[src/rtl/fifo_write_arbiter_if.sv]
// Write-side bundle between a set of requesters, the burst arbiter and the FIFO write port.
// The arbiter takes the slave view; the requester/FIFO side takes the master view.
interface fifo_write_arbiter_if #(
  parameter int REQUESTERS = 4,
  parameter int WIDTH      = 8
);
  localparam int IW = $clog2(REQUESTERS);

  logic [REQUESTERS-1:0]       request;
  logic [REQUESTERS*WIDTH-1:0] request_data;
  logic [REQUESTERS-1:0]       grant;
  logic                        fifo_full;
  logic                        fifo_write_enable;
  logic [WIDTH-1:0]            fifo_write_data;
  logic                        owner_valid;
  logic [IW-1:0]               owner_index;

  modport master (
    output request, request_data, fifo_full,
    input  grant, fifo_write_enable, fifo_write_data, owner_valid, owner_index
  );

  modport slave (
    input  request, request_data, fifo_full,
    output grant, fifo_write_enable, fifo_write_data, owner_valid, owner_index
  );
endinterface

[src/rtl/fifo_write_arbiter.sv]
// Round-robin FIFO write arbiter with burst ownership: an owner keeps the write port for up to
// MAX_BURST granted beats, and dropping its request hands the port on in the same cycle.
module fifo_write_arbiter #(
  parameter int REQUESTERS = 4,
  parameter int WIDTH      = 8,
  parameter int MAX_BURST  = 4
) (
  input logic                 clock,
  input logic                 reset,
  fifo_write_arbiter_if.slave bus
);
  localparam int IW = $clog2(REQUESTERS);
  localparam int CW = $clog2(MAX_BURST + 1);

  typedef enum logic [0:0] {
    IDLE  = 1'b0,
    OWNED = 1'b1
  } state_e;

  state_e                state_r;
  state_e                state_n_s;
  logic [IW-1:0]         ptr_r;
  logic [IW-1:0]         ptr_n_s;
  logic [IW-1:0]         owner_r;
  logic [IW-1:0]         owner_n_s;
  logic [CW-1:0]         count_r;
  logic [CW-1:0]         count_n_s;
  logic [CW-1:0]         count_inc_s;
  logic                  owner_valid_r;
  logic [IW-1:0]         arb_base_s;
  logic [IW-1:0]         arb_idx_s;
  logic                  arb_found_s;
  logic                  take_s;
  logic                  sel_valid_s;
  logic [IW-1:0]         sel_idx_s;
  logic [REQUESTERS-1:0] grant_s;
  logic [WIDTH-1:0]      data_s;

  function automatic logic [IW-1:0] ptr_inc(input logic [IW-1:0] p);
    if (p == IW'(REQUESTERS - 1)) begin
      return {IW{1'b0}};
    end else begin
      return p + IW'(1'b1);
    end
  endfunction

  // Round-robin search; a releasing owner searches from the slot just after itself.
  always_comb begin
    arb_found_s = 1'b0;
    arb_idx_s   = {IW{1'b0}};
    if (state_r == OWNED) begin
      arb_base_s = ptr_inc(owner_r);
    end else begin
      arb_base_s = ptr_r;
    end
    for (int i = 0; i < REQUESTERS; i++) begin
      int            sum;
      logic [IW-1:0] cand;
      sum  = int'(arb_base_s) + i;
      cand = IW'((sum >= REQUESTERS) ? (sum - REQUESTERS) : sum);
      if (bus.request[cand] && !arb_found_s) begin
        arb_found_s = 1'b1;
        arb_idx_s   = cand;
      end else begin
        arb_found_s = arb_found_s;
      end
    end
  end

  // Next-state and grant selection; full or reset freezes everything.
  always_comb begin
    state_n_s   = state_r;
    ptr_n_s     = ptr_r;
    owner_n_s   = owner_r;
    count_n_s   = count_r;
    count_inc_s = count_r + CW'(1'b1);
    sel_valid_s = 1'b0;
    sel_idx_s   = {IW{1'b0}};
    take_s      = 1'b0;
    if (reset || bus.fifo_full) begin
      take_s = 1'b0;
    end else begin
      case (state_r)
        IDLE: begin
          take_s = arb_found_s;
        end
        OWNED: begin
          if (bus.request[owner_r]) begin
            sel_valid_s = 1'b1;
            sel_idx_s   = owner_r;
            count_n_s   = count_inc_s;
            if (count_inc_s == CW'(MAX_BURST)) begin
              ptr_n_s   = ptr_inc(owner_r);
              state_n_s = IDLE;
              owner_n_s = {IW{1'b0}};
            end else begin
              state_n_s = OWNED;
            end
          end else begin
            ptr_n_s   = ptr_inc(owner_r);
            state_n_s = IDLE;
            owner_n_s = {IW{1'b0}};
            take_s    = arb_found_s;
          end
        end
        default: begin
          state_n_s = IDLE;
        end
      endcase
    end

    if (take_s) begin
      sel_valid_s = 1'b1;
      sel_idx_s   = arb_idx_s;
      count_n_s   = CW'(1'b1);
      if (MAX_BURST == 32'sd1) begin
        ptr_n_s   = ptr_inc(arb_idx_s);
        state_n_s = IDLE;
        owner_n_s = {IW{1'b0}};
      end else begin
        owner_n_s = arb_idx_s;
        state_n_s = OWNED;
      end
    end else begin
      take_s = 1'b0;
    end
  end

  // One-hot grant and the matching data slice.
  always_comb begin
    grant_s = {REQUESTERS{1'b0}};
    data_s  = {WIDTH{1'b0}};
    for (int i = 0; i < REQUESTERS; i++) begin
      if (sel_valid_s && (sel_idx_s == IW'(i))) begin
        grant_s[i] = 1'b1;
        data_s     = bus.request_data[i*WIDTH +: WIDTH];
      end else begin
        grant_s[i] = 1'b0;
      end
    end
  end

  // Arbiter state register with synchronous reset.
  always_ff @(posedge clock) begin
    if (reset) begin
      state_r       <= IDLE;
      ptr_r         <= {IW{1'b0}};
      owner_r       <= {IW{1'b0}};
      count_r       <= {CW{1'b0}};
      owner_valid_r <= 1'b0;
    end else begin
      state_r       <= state_n_s;
      ptr_r         <= ptr_n_s;
      owner_r       <= owner_n_s;
      count_r       <= count_n_s;
      owner_valid_r <= (state_n_s == OWNED);
    end
  end

  assign bus.grant             = grant_s;
  assign bus.fifo_write_enable = |(grant_s & bus.request);
  assign bus.fifo_write_data   = data_s;
  assign bus.owner_valid       = owner_valid_r;
  assign bus.owner_index       = owner_r;
endmodule

[src/flat_wrapper.sv]
// flat-port wrapper written by rule: the top's interface ports become plain ports
module fifo_write_arbiter_flat 
#(
  parameter int REQUESTERS = 4,
  parameter int WIDTH      = 8,
  parameter int MAX_BURST  = 4
)
  (clock, reset, bus_request, bus_request_data, bus_fifo_full, bus_grant, bus_fifo_write_enable, bus_fifo_write_data, bus_owner_valid, bus_owner_index);
  fifo_write_arbiter_if #(.REQUESTERS(REQUESTERS), .WIDTH(WIDTH)) bus_i ();
  input logic clock;
  input logic reset;
  input wire logic [$bits(bus_i.request)-1:0] bus_request;
  input wire logic [$bits(bus_i.request_data)-1:0] bus_request_data;
  input wire logic [$bits(bus_i.fifo_full)-1:0] bus_fifo_full;
  output wire logic [$bits(bus_i.grant)-1:0] bus_grant;
  output wire logic [$bits(bus_i.fifo_write_enable)-1:0] bus_fifo_write_enable;
  output wire logic [$bits(bus_i.fifo_write_data)-1:0] bus_fifo_write_data;
  output wire logic [$bits(bus_i.owner_valid)-1:0] bus_owner_valid;
  output wire logic [$bits(bus_i.owner_index)-1:0] bus_owner_index;
  assign bus_i.request = bus_request;
  assign bus_i.request_data = bus_request_data;
  assign bus_i.fifo_full = bus_fifo_full;
  assign bus_grant = bus_i.grant;
  assign bus_fifo_write_enable = bus_i.fifo_write_enable;
  assign bus_fifo_write_data = bus_i.fifo_write_data;
  assign bus_owner_valid = bus_i.owner_valid;
  assign bus_owner_index = bus_i.owner_index;
  fifo_write_arbiter #(.REQUESTERS(REQUESTERS), .WIDTH(WIDTH), .MAX_BURST(MAX_BURST)) u_core (.clock(clock), .reset(reset), .bus(bus_i));
endmodule
[config.mk]
export PLATFORM = sky130hd
export DESIGN_NAME = fifo_write_arbiter_flat
export DESIGN_NICKNAME = d
export VERILOG_FILES = /design/src/rtl/fifo_write_arbiter_if.sv /design/src/rtl/fifo_write_arbiter.sv /design/src/flat_wrapper.sv
export SDC_FILE = /design/constraint.sdc
export NUM_CORES = 1
export LEC_CHECK = 0
export ABC_AREA = 1
export BUFFER_PORTS_ARGS = -buffer_cell sky130_fd_sc_hd__clkbuf_2
export CELL_PAD_IN_SITES_DETAIL_PLACEMENT = 1
export CELL_PAD_IN_SITES_GLOBAL_PLACEMENT = 1
export CORE_ASPECT_RATIO = 1.2
export CORE_MARGIN = 2
export CORE_UTILIZATION = 26
export CTS_CLUSTER_SIZE = 24
export DETAILED_ROUTE_END_ITERATION = 8
export PLACE_DENSITY_LB_ADDON = 0.2
export SLEW_MARGIN = 25
export SYNTH_ARGS = -nofsm -noshare
export SYNTH_HDL_FRONTEND = slang
export SYNTH_SLANG_ARGS = --single-unit
[constraint.sdc]
create_clock -name clock -period 2.3 [get_ports clock]
set_input_delay 0.23 -clock clock [delete_from_list [all_inputs] [get_ports clock]]
set_output_delay 0.23 -clock clock [all_outputs]
set_load 0.02 [all_outputs]
## Yosys cells after proc, flatten, opt, wreduce, memory -nomap -nowiden

Cells that the tools add are included.

| word-level totals | value |
|---|---|
| input port bits | 39 |
| flip-flop bits (word level) | 8 |
| logic and storage cells | 113 |
| output and inout bits | 16 |

| cells by class | value |
|---|---|
| reduce and logical (&&, ||, !) cells | 20 |
| multiplexer cells | 59 |
| equality and inequality tests | 8 |
| add/subtract/negate cells | 9 |
| bitwise gates (word level) | 3 |
| magnitude comparators | 9 |

Operator list:

| operator | number |
|---|---|
| 2-bit 2-to-1 mux | 21 |
| 8-bit 2-to-1 mux | 4 |
| 1-bit 2-to-1 mux | 28 |
| 2-bit by 3-bit < comparator with 1-bit output, second input constant | 5 |
| 3-bit AND reduction | 4 |
| 1-bit binary-select mux with 2-bit select | 5 |
| 3-bit greater-or-equal comparator, second input constant | 3 |
| 2-bit by 1-bit subtractor with 2-bit output, second input constant | 4 |
| 1-bit logical AND | 7 |
| 2-bit by 2-bit adder with 3-bit output, second input constant | 2 |
| 2-bit == test, second input constant | 3 |
| 4-bit AND | 1 |
| 2-bit != test, second input constant | 2 |
| 2-bit nonzero test | 2 |
| 4-bit OR reduction | 1 |
| 2-bit by 1-bit adder with 3-bit output, second input constant | 1 |
| 3-bit by 1-bit adder with 3-bit output, second input constant | 1 |
| 3-bit == test, second input constant | 1 |
| 2-bit by 3-bit greater-or-equal comparator with 1-bit output, second input constant | 1 |
| 1-bit logical NOT | 3 |
| 3-bit != test, second input constant | 1 |
| 2-bit by 1-bit adder with 2-bit output, second input constant | 1 |
| 2-bit by 1-bit == test with 1-bit output, second input constant | 1 |
| 2-bit logical NOT | 1 |
| 4 further kinds | 5 |

## Logic depth before layout (Yosys ltp)

Gate-level depths: netlist of run 1.

| logic depth | value |
|---|---|
| depth after elaboration | 27 |
| gate-level depth with buffers | 18 |
| mapped depth without buffers | 17 |

## Worst setup path before layout of run 1

Ideal clock, no wire load.

| timing | value |
|---|---|
| kind | reg-to-output |
| start | register u_core.owner_r[0] (netlist: u_core.bus.owner_index[0]) |
| end | output port bus_grant[0] |
| stages on the path, launching flop included | 15 |
| data required time | 2.070 ns |
| arrival | 2.430 ns |
| setup slack | -0.360 ns |
| cell sequence | dfxtp_1 ha_1 inv_1 nand2_1 nand2_2 nand2_1 nand2_1 nand2_1 nand2_2 nand3_2 or2_1 nand3_2 nand2_2 buf_4 nor3_1 |

| on the way | value |
|---|---|
| cells in the longest elaborated chain, start to end | 24 |
| elaborated cells between the ends (all ways) | 57 |
| those cells by class | add/sub (8); order compare (4); eq/ne (1); mux (36); reduce/logical (8) |

RTL lines:

| what | line | text |
|---|---|---|
| start, declared | fifo_write_arbiter.sv:24 | `logic [IW-1:0] owner_r;` |
| start signal, assigned | fifo_write_arbiter.sv:148 | `owner_r <= {IW{1'b0}};` |
| start signal, assigned | fifo_write_arbiter.sv:154 | `owner_r <= owner_n_s;` |
| parallel branches: the longest is 22 deep, another holds 2-bit by 1-bit adder with 3-bit output | -- |  |
| 1-bit logical AND (*) | fifo_write_arbiter.sv:134 | `if (sel_valid_s && (sel_idx_s == IW'(i))) begin` |
| 1-bit 2-to-1 mux (*) | fifo_write_arbiter.sv:134 |  |
| end, declared | flat_wrapper.sv:15 | `output wire logic [$bits(bus_i.grant)-1:0] bus_grant;` |

Mark *: on every way between the ends. The select of a mux whose other input is x is not followed.

## Final worst setup path of run 1

| timing | value |
|---|---|
| start | register u_core.owner_r[0] (netlist: u_core.bus.owner_index[0]) |
| end | output port bus_fifo_write_data[1] |

| on the way | value |
|---|---|
| cells in the longest elaborated chain, start to end | 27 |
| elaborated cells between the ends (all ways) | 66 |
| those cells by class | add/sub (8); order compare (4); eq/ne (4); mux (39); reduce/logical (11) |

RTL lines:

| what | line | text |
|---|---|---|
| parallel branches: the longest is 26 deep, another holds 2-bit by 1-bit adder with 3-bit output | -- |  |
| 8-bit 2-to-1 mux (*) | fifo_write_arbiter.sv:134 |  |
| end, declared | flat_wrapper.sv:17 | `output wire logic [$bits(bus_i.fifo_write_data)-1:0] bus_fifo_write_data;` |

Marks and branches as above.

==> results of run 1 <==
## metal layers
layer	up-vias	global-route usage	wire [µm]
met5	-	0	0
met4	0	0.0519	306
met3	25	0.0135	200
met2	66	0.420	3810
met1	899	0.221	2600
li1	864	-	-
## state kept, by name (all words and copies together) (netlist names)
signal                  count
u_core.count_r              3
u_core.bus.owner_index      2
u_core.ptr_r                2
u_core.state_r              1
## worst max-delay path, stage by stage, from the launching register on
cell and delay [ns]:
dfxtp_4 0.35, buf_4 0.15, nand2_4 0.09, nand2_4 0.08
buf_6 0.14, nand2_1 0.09, nand2_2 0.08, nand2_2 0.09
nand2_4 0.07, nand3_4 0.08, nor2_4 0.04, nor2_4 0.19
buf_6 0.16, nand3_4 0.18, nand2_4 0.20, nand3_2 0.10
nand4_1 0.09, clkbuf_8 0.15
## placed cells by master (no fill, tap or decap), drive strengths merged
master  count
or2         1
nand4       8
o21ai       4
nor2       14
ha          3
buf        53
nor3        2
xor2        2
and2        1
a21oi       8
dfxtp       8
clkbuf     48
a211oi      2
nand3      46
nand2      80
or3         1
inv        16
## power by group through the flow
stage                     logic (µW)  registers, µW  clock network [µW]
after floorplan                  216            162                   0
after global placement           360            157                   0
after detailed placement         366            157                   0
after CTS                        453            155                 184
after global routing             668            154                 198
final                            635            153                 183
## worst paths after layout
kind                               endpoint  slack [ns]  cells after the start
hold reg to reg           u_core.count_r[2]        0.48                      2
setup reg to reg  u_core.bus.owner_index[1]       -0.14                     17
setup / recovery     bus_fifo_write_data[1]       -0.51                     17
hold / removal    u_core.bus.owner_index[1]        0.31                      2
## repair_timing
item | CTS | global route
buffers inserted | 8 | 12
hold buffers | 0 | 0
endpoints found under the hold margin | 0 | 0
gates resized for setup | 51 | 83
pin swaps | 13 | 27
setup endpoints to repair | 13 | 13
gates cloned | 3 | 5
## cells by family after synthesis
family                   after synthesis  share of synthesized area
flip-flops                             8                      0.147
AO/OA/AOI/OAI                         14                     0.0724
XOR/XNOR                               2                     0.0161
buffers and inverters                 20                     0.0828
AND/OR/NAND/NOR                      147                      0.647
adder cells (fa/ha/maj)                3                     0.0345
## final cells by class
type                    instances  area [µm²]  share of cell area
clock buffers                   4        45.0              0.0193
flip-flops and latches          8         169              0.0724
repair buffers                 97         732               0.314
well taps                      54        67.6              0.0290
inverters                      16        65.1              0.0279
multi-input cells             172        1250               0.538
## stage by stage
step / total power (µW) / setup slack [ns] / utilization / instance area, µm² / hold slack (ns)
finish: 971 / -0.508 / 0.587 / 2330 / 0.312
global route: 1020 / -0.607 / 0.587 / 2330 / 0.328
CTS: 792 / -0.291 / 0.475 / 1890 / 0.303
detailed placement: 523 / -0.211 / 0.397 / 1580 / 0.477
global placement: 517 / -0.161 / 0.397 / 1580 / 0.469
floorplan: 378 / 0.00316 / - / 1110 / 0.453
==> impl_results.html, run 1 <==
<table>
<tr><th>Metric</th><th>Value</th></tr>
<tr><th colspan="2">Clock tree</th></tr>
<tr><td>Clock slew at reported path FFs</td><td>0.05 ns</td></tr>
<tr><td>TritonCTS Buffers</td><td>3</td></tr>
<tr><td>Clock Root Buffer</td><td>clkbuf_8</td></tr>
<tr><td>Worst-case clock buffer depth</td><td>2</td></tr>
<tr><td>Worst-Skew Late Latency</td><td>0.23 ns</td></tr>
<tr><td>CTS HTree Levels</td><td>1</td></tr>
<tr><td>CTS tree</td><td>yes</td></tr>
<tr><td>Sink Count</td><td>8</td></tr>
<tr><th colspan="2">Final layout</th></tr>
<tr><td>Antenna fix cells</td><td>0</td></tr>
<tr><td>Total Nets Final</td><td>340</td></tr>
<tr><td>Layout filler cell count</td><td>530</td></tr>
<tr><td>Ratio of cells with drive above 1 in the final layout</td><td>0.616</td></tr>
<tr><td>Final Non-Filler Cells</td><td>351</td></tr>
<tr><td>Area growth from synthesis to final layout</td><td>114%</td></tr>
<tr><th colspan="2">Place</th></tr>
<tr><td>Half-perimeter wire length after detailed placement</td><td>3310 µm</td></tr>
<tr><td>Number of buffers added on ports</td><td>54</td></tr>
<tr><td>Inst Count DP</td><td>319</td></tr>
<tr><td>Final Wtd Congestion</td><td>0.743</td></tr>
<tr><th colspan="2">Setup path</th></tr>
<tr><td>Maximum net fanout on the critical path</td><td>6</td></tr>
<tr><td>Startpoint types</td><td>register</td></tr>
<tr><td>Reg-to-reg startpoint</td><td>u_core.bus.owner_index[0]</td></tr>
<tr><td>Worst Path Required</td><td>2.07 ns</td></tr>
<tr><td>CP endpoint kind</td><td>output pin</td></tr>
<tr><td>Critical path origin</td><td>u_core.bus.owner_index[0]</td></tr>
<tr><td>Critical path type</td><td>reg -&gt; out</td></tr>
<tr><td>Data arrival at the endpoint of the critical path</td><td>2.58 ns</td></tr>
<tr><th colspan="2">Timing</th></tr>
<tr><td>Setup repair after global routing missed its margin</td><td>true</td></tr>
<tr><td>Final Critical Period</td><td>2.81 ns</td></tr>
<tr><td>Final Hold Vio Count</td><td>0</td></tr>
<tr><td>Least setup slack across all paths after layout</td><td>-0.508 ns</td></tr>
<tr><td>Final setup TNS</td><td>-5.44 ns</td></tr>
<tr><td>Setup violation total in the final timing report</td><td>14</td></tr>
<tr><td>Final clock skew</td><td>0.00430 ns</td></tr>
<tr><td>Final slew viol count</td><td>0</td></tr>
<tr><td>Slew at the pin closest to its max-slew limit</td><td>0.416 ns</td></tr>
<tr><td>Final critical-path share of the clock period</td><td>1.22</td></tr>
<tr><td>Fmax</td><td>356 MHz</td></tr>
<tr><td>Slew Limit Headroom</td><td>0.721</td></tr>
<tr><th colspan="2">Pwr</th></tr>
<tr><td>Total net switching power</td><td>438 µW</td></tr>
<tr><td>Leakage power</td><td>0.00111 µW</td></tr>
<tr><td>Portion of total power attributed to the clock network</td><td>0.188</td></tr>
<tr><td>Part of the power in registers</td><td>0.158</td></tr>
<tr><td>Cell Pwr Density</td><td>416 mW/mm²</td></tr>
<tr><td>Internal power</td><td>534 µW</td></tr>
<tr><td>Maximum vdd ir drop</td><td>323 µV</td></tr>
<tr><td>Net switching fraction of the power</td><td>0.451</td></tr>
<tr><td>Relative contribution of combinational cells to total power</td><td>0.654</td></tr>
<tr><th colspan="2">Drt</th></tr>
<tr><td>First-pass iteration count of the detailed router</td><td>4</td></tr>
<tr><td>Vias</td><td>1854</td></tr>
<tr><td>Detailed-route vias per instance</td><td>5.28</td></tr>
<tr><td>Wire length reported by the detailed router</td><td>6920 µm</td></tr>
<tr><td>Count of antenna-violating nets left after detailed routing</td><td>0</td></tr>
<tr><td>1st-iter DRT viols</td><td>81</td></tr>
<tr><td>Number of DRC violations after detailed routing</td><td>0</td></tr>
<tr><td>Average routed wire per standard cell</td><td>19.7 µm</td></tr>
<tr><th colspan="2">Floorplanning</th></tr>
<tr><td>Horizontal die dimension</td><td>63.1 µm</td></tr>
<tr><td>I/O pin total</td><td>55</td></tr>
<tr><td>Placeable core region</td><td>0.00397 mm²</td></tr>
<tr><td>Total number of placement rows</td><td>25</td></tr>
<tr><td>Floorplan die height</td><td>74.9 µm</td></tr>
<tr><td>Die Area</td><td>0.00472 mm²</td></tr>
<tr><td>Starting Density</td><td>0.274</td></tr>
<tr><th colspan="2">Logic synthesis</th></tr>
<tr><td>Post-synthesis cell type with the largest combined area</td><td>nand2_1</td></tr>
<tr><td>Area share of the largest cell type after synthesis</td><td>0.210</td></tr>
<tr><td>Most instantiated flip-flop cell in the synthesis netlist</td><td>dfxtp_1</td></tr>
<tr><td>Synthesized cell area</td><td>0.00109 mm²</td></tr>
<tr><td>Syn Inst Count</td><td>194</td></tr>
<tr><td>Cell types with the highest counts after synthesis</td><td>nand2_1 (61), nand3_1 (44), inv_1 (13)</td></tr>
<tr><td>Most frequently used cell type in the post-synthesis netlist</td><td>nand2_1</td></tr>
<tr><td>Number of library cell types mapped by synthesis</td><td>25</td></tr>
<tr><td>Leading cell types by total area after synthesis</td><td>nand2_1 (21%), nand3_1 (20%), dfxtp_1 (15%)</td></tr>
<tr><td>Count of state elements after synthesis</td><td>8</td></tr>
<tr><td>Ys async rst share</td><td>0</td></tr>
<tr><td>Mapped Avg Cell Area</td><td>5.61 µm²</td></tr>
<tr><td>Post-synthesis sequential area ratio</td><td>0.147</td></tr>
<tr><td>Net Count, Synth</td><td>236</td></tr>
<tr><td>Number of synthesized flops with an enable pin</td><td>0</td></tr>
<tr><td>Synthesis warning total</td><td>0</td></tr>
<tr><th colspan="2">Global routing</th></tr>
<tr><td>Overflow left after global routing</td><td>0</td></tr>
<tr><td>Global-route total usage across every layer</td><td>0.201</td></tr>
<tr><td>Global-route wire length before repair</td><td>7680 µm</td></tr>
<tr><td>Number of antenna violations at the first check in global routing</td><td>0</td></tr>
<tr><td>Largest net degree at the start of global routing</td><td>19</td></tr>
<tr><td>Number of global-route vias before repair</td><td>1688</td></tr>
<tr><th colspan="2">Worst hold path</th></tr>
<tr><td>Worst hold start</td><td>reset</td></tr>
<tr><td>Hold Path Class</td><td>in -&gt; reg</td></tr>
<tr><th colspan="2">Status</th></tr>
<tr><td>Result of the run</td><td>finished, violations left</td></tr>
<tr><td>Violated checks</td><td>setup timing</td></tr>
<tr><th colspan="2">Flow run</th></tr>
<tr><td>Number of maximum-capacitance constraint violations</td><td>0</td></tr>
</table>
(Power assumes the default switching activity.)
==> run 2, diff against run 1 <==
- BUFFER_PORTS_ARGS: -buffer_cell sky130_fd_sc_hd__clkbuf_2 -> -buffer_cell sky130_fd_sc_hd__buf_2
- CTS_CLUSTER_SIZE: 24 -> 14
- GPL_TIMING_DRIVEN: unset -> 0
==> run 2 against run 1 <==
  * The flow still finishes with violations (setup timing)
  * Die area unchanged
  * Sequential share of layout area up 1.5 points
  * Cell count down 6.0%
  * Sequential power about the same
  * Utilization down 9.6 points
  * Flip-flop and latch count unchanged
  * Clock skew down 0.00058 ns
  * Hold slack better by 0.070 ns
  * Register-to-register slack better by 0.41 ns
  * Routed wire length down 32%
  * Maximum frequency up 5.7%
==> impl_results.html, run 2 (synthesis results as in run 1) <==
<table>
<tr><th>Metric</th><th>Value</th></tr>
<tr><th colspan="2">Clock tree</th></tr>
<tr><td>Sink Count</td><td>8 (unchanged)</td></tr>
<tr><td>Worst-case clock buffer depth</td><td>2 (unchanged)</td></tr>
<tr><td>Clock Root Buffer</td><td>clkbuf_8</td></tr>
<tr><td>Clock slew at reported path FFs</td><td>0.04 ns (about the same)</td></tr>
<tr><td>TritonCTS Buffers</td><td>3 (unchanged)</td></tr>
<tr><td>Worst-Skew Late Latency</td><td>0.23 ns (about the same)</td></tr>
<tr><td>CTS tree</td><td>yes</td></tr>
<tr><td>CTS HTree Levels</td><td>1 (unchanged)</td></tr>
<tr><th colspan="2">Final layout</th></tr>
<tr><td>Area occupied by registers</td><td>171 µm² (+1.5%)</td></tr>
<tr><td>Antenna fix cells</td><td>0 (unchanged)</td></tr>
<tr><td>Most frequent cells in the layout</td><td>nand2_1 (47), buf_2 (40), nand3_1 (37)</td></tr>
<tr><td>Total Nets Final</td><td>319 (-6.2%)</td></tr>
<tr><td>Final non-filler cell area</td><td>0.00195 mm² (-16%)</td></tr>
<tr><td>Top register by number of flip-flops</td><td>u_core.count_r</td></tr>
<tr><td>Leading cell type in the layout, fill and taps excluded</td><td>nand2_1</td></tr>
<tr><td>Final Non-Filler Cells</td><td>330 (-6.0%)</td></tr>
<tr><td>Flip-flop count of the largest register, all copies and words added</td><td>3 (unchanged)</td></tr>
<tr><td>Area growth from synthesis to final layout</td><td>79.3%</td></tr>
<tr><td>Area occupied by multi-input gates</td><td>0.00102 mm² (-18%)</td></tr>
<tr><td>Ratio of cells with drive above 1 in the final layout</td><td>0.504 (-0.113)</td></tr>
<tr><td>Layout filler cell count</td><td>545 (+2.8%)</td></tr>
<tr><th colspan="2">Place</th></tr>
<tr><td>Half-perimeter wire length after detailed placement</td><td>3230 µm (-2.7%)</td></tr>
<tr><td>Number of buffers added on ports</td><td>53 (-1.9%)</td></tr>
<tr><td>Placed Area</td><td>0.00145 mm² (-8.4%)</td></tr>
<tr><td>Final Wtd Congestion</td><td>0.747 (+0.47%)</td></tr>
<tr><td>Pre-CTS setup slack</td><td>-0.386 ns (-0.174 ns)</td></tr>
<tr><td>Inst Count DP</td><td>301 (-5.6%)</td></tr>
<tr><th colspan="2">Drt</th></tr>
<tr><td>Number of DRC violations after detailed routing</td><td>0 (unchanged)</td></tr>
<tr><td>Detailed-route vias per instance</td><td>4.88 (-7.6%)</td></tr>
<tr><td>1st-iter DRT viols</td><td>22 (-73%)</td></tr>
<tr><td>Average routed wire per standard cell</td><td>14.2 µm (-28%)</td></tr>
<tr><td>Wire length reported by the detailed router</td><td>4700 µm (-32%)</td></tr>
<tr><td>Vias</td><td>1611 (-13%)</td></tr>
<tr><td>Count of antenna-violating nets left after detailed routing</td><td>0 (unchanged)</td></tr>
<tr><td>First-pass iteration count of the detailed router</td><td>4 (unchanged)</td></tr>
<tr><th colspan="2">Timing</th></tr>
<tr><td>Slew at the pin closest to its max-slew limit</td><td>0.430 ns (+0.0133 ns)</td></tr>
<tr><td>Least setup slack across all paths after layout</td><td>-0.356 ns (+0.152 ns)</td></tr>
<tr><td>Setup violation total in the final timing report</td><td>13 (-1)</td></tr>
<tr><td>Fmax</td><td>376 MHz (+5.7%)</td></tr>
<tr><td>Setup repair after global routing missed its margin</td><td>true</td></tr>
<tr><td>Final critical-path share of the clock period</td><td>1.15 (-0.0662)</td></tr>
<tr><td>Final Critical Period</td><td>2.66 ns (-0.152 ns)</td></tr>
<tr><td>Final clock skew</td><td>0.00372 ns (-0.000581 ns)</td></tr>
<tr><td>Slew Limit Headroom</td><td>0.714 (-0.00791)</td></tr>
<tr><td>Final Hold Vio Count</td><td>0 (unchanged)</td></tr>
<tr><td>Final slew viol count</td><td>0 (unchanged)</td></tr>
<tr><th colspan="2">Flow run</th></tr>
<tr><td>Number of maximum-capacitance constraint violations</td><td>0 (unchanged)</td></tr>
<tr><th colspan="2">Setup path</th></tr>
<tr><td>Reg-to-reg startpoint</td><td>u_core.bus.owner_index[0]</td></tr>
<tr><td>Data arrival at the endpoint of the critical path</td><td>2.43 ns (-0.15 ns)</td></tr>
<tr><td>Startpoint types</td><td>register</td></tr>
<tr><td>Critical path type</td><td>reg -&gt; out</td></tr>
<tr><td>Destination of the worst register-to-register timing path</td><td>u_core.bus.owner_index[1]</td></tr>
<tr><td>Depth of the worst register-to-register path</td><td>14 (-3)</td></tr>
<tr><td>Worst Path Required</td><td>2.07 ns (about the same)</td></tr>
<tr><td>Worst-case register-to-register setup slack</td><td>0.27 ns (+0.41 ns)</td></tr>
<tr><td>Maximum net fanout on the critical path</td><td>7 (+1)</td></tr>
<tr><td>CP endpoint kind</td><td>output pin</td></tr>
<tr><th colspan="2">Worst hold path</th></tr>
<tr><td>End of the worst hold path</td><td>u_core.ptr_r[0]</td></tr>
<tr><td>Worst hold start</td><td>reset</td></tr>
<tr><td>Hold Path Class</td><td>in -&gt; reg</td></tr>
<tr><td>Count of cells along the worst hold path</td><td>2 (unchanged)</td></tr>
<tr><th colspan="2">Pwr</th></tr>
<tr><td>Part of the power in registers</td><td>0.188 (+0.030)</td></tr>
<tr><td>Internal power</td><td>482 µW (-9.7%)</td></tr>
<tr><td>Portion of total power attributed to the clock network</td><td>0.216 (+0.028)</td></tr>
<tr><td>Total net switching power</td><td>345 µW (-21%)</td></tr>
<tr><td>Relative contribution of combinational cells to total power</td><td>0.596 (-0.058)</td></tr>
<tr><td>Maximum vdd ir drop</td><td>293 µV (-9.2%)</td></tr>
<tr><td>Cell Pwr Density</td><td>423 mW/mm² (+1.7%)</td></tr>
<tr><td>Net switching fraction of the power</td><td>0.417 (-0.0338)</td></tr>
<tr><td>Leakage power</td><td>0.000936 µW (-16%)</td></tr>
<tr><th colspan="2">Global routing</th></tr>
<tr><td>Global-route total usage across every layer</td><td>0.198 (-0.00385)</td></tr>
<tr><td>Overflow left after global routing</td><td>0 (unchanged)</td></tr>
<tr><td>Largest net degree at the start of global routing</td><td>11 (-8)</td></tr>
<tr><td>Number of global-route vias before repair</td><td>1659 (-1.7%)</td></tr>
<tr><td>Number of antenna violations at the first check in global routing</td><td>0 (unchanged)</td></tr>
<tr><td>Global-route wire length before repair</td><td>7510 µm (-2.1%)</td></tr>
<tr><th colspan="2">Floorplanning</th></tr>
<tr><td>Placeable core region</td><td>0.00397 mm² (unchanged)</td></tr>
<tr><td>Die Area</td><td>0.00472 mm² (unchanged)</td></tr>
<tr><td>Starting Density</td><td>0.274 (unchanged)</td></tr>
<tr><td>Total number of placement rows</td><td>25 (unchanged)</td></tr>
<tr><td>I/O pin total</td><td>55 (unchanged)</td></tr>
<tr><td>Floorplan die height</td><td>74.9 µm (unchanged)</td></tr>
<tr><td>Horizontal die dimension</td><td>63.1 µm (unchanged)</td></tr>
<tr><th colspan="2">Status</th></tr>
<tr><td>Result of the run</td><td>finished, violations left</td></tr>
<tr><td>Violated checks</td><td>setup timing</td></tr>
</table>
==> run 2: cell count changes in the layout (fill, tap and decap cells not counted), sizes merged <==
cell / previous run / this run
buf: 53 / 81
clkbuf: 48 / 4
nand2: 80 / 75
==> run 2: through the flow <==
stage / power, µW / utilization / setup TNS [ns] / hold WS [ns]
2_1_floorplan: 378 / - / 0 / 0.453
3_3_place_gp: 487 / 0.364 / -3.57 / 0.481
3_5_place_dp: 491 / 0.364 / -3.77 / 0.477
4_1_cts: 792 / 0.465 / -3.65 / 0.387
5_1_grt: 882 / 0.491 / -5.87 / 0.451
6_report: 827 / 0.491 / -3.84 / 0.381
==> run 2: layout make-up <==
type,count,share of cell area
buffer,4,0.0212
timing repair buffer,77,0.279
inverter,16,0.0308
tap,54,0.0346
clock buffer,4,0.0231
multi-input combinational,167,0.524
sequential,8,0.0878
==> run 2: power by group through the flow <==
stage	Sequential [µW]	Combinational (µW)	Clock [µW]
final	155	492	179
after global routing	156	537	189
after CTS	156	449	186
after detailed placement	160	331	0
after global placement	160	327	0
after floorplan	162	216	0
==> run 2: timing repair <==
action	in CTS	in global routing
gates resized for setup	55	16
setup buffers	19	5
endpoints found under the setup margin	13	13
hold endpoints to repair	0	0
hold buffers	0	0
cloned	0	1
pin swaps	14	15
==> run 2: worst max-delay path: stages (launching register included) <==
cell and delay, ns:
dfxtp_4 0.35, inv_1 0.15, nand2_1 0.09, nand2_2 0.15, nand2_2 0.10, nand3_1 0.08
nand2_1 0.11, nand3_4 0.12, nor2_4 0.05, nor2_4 0.22, buf_6 0.16, nor2_4 0.04
buf_4 0.13, buf_6 0.11, nor3_2 0.17, buf_4 0.17
==> run 2: worst max path at each step <==
| stage | startpoint | endpoint |
|---|---|---|
| 6_report | u_core.bus.owner_index[0] | bus_grant[0] |
| 3_3_place_gp | u_core.bus.owner_index[0] | bus_fifo_write_data[0] |
| 2_1_floorplan | u_core.bus.owner_index[1] | bus_fifo_write_data[0] |
| 4_1_cts | u_core.bus.owner_index[0] | bus_fifo_write_data[3] |
| 5_1_grt | u_core.bus.owner_index[0] | bus_fifo_write_data[3] |
| 3_5_place_dp | u_core.bus.owner_index[0] | bus_fifo_write_data[0] |
==> run 2: layer usage <==
metal | vias up | share of wire | GRT usage
li1 | 812 | - | -
met1 | 759 | 0.41 | 0.225
met2 | 29 | 0.55 | 0.395
met3 | 11 | 0.018 | 0.0164
met4 | 0 | 0.019 | 0.0568
met5 | - | 0 | 0
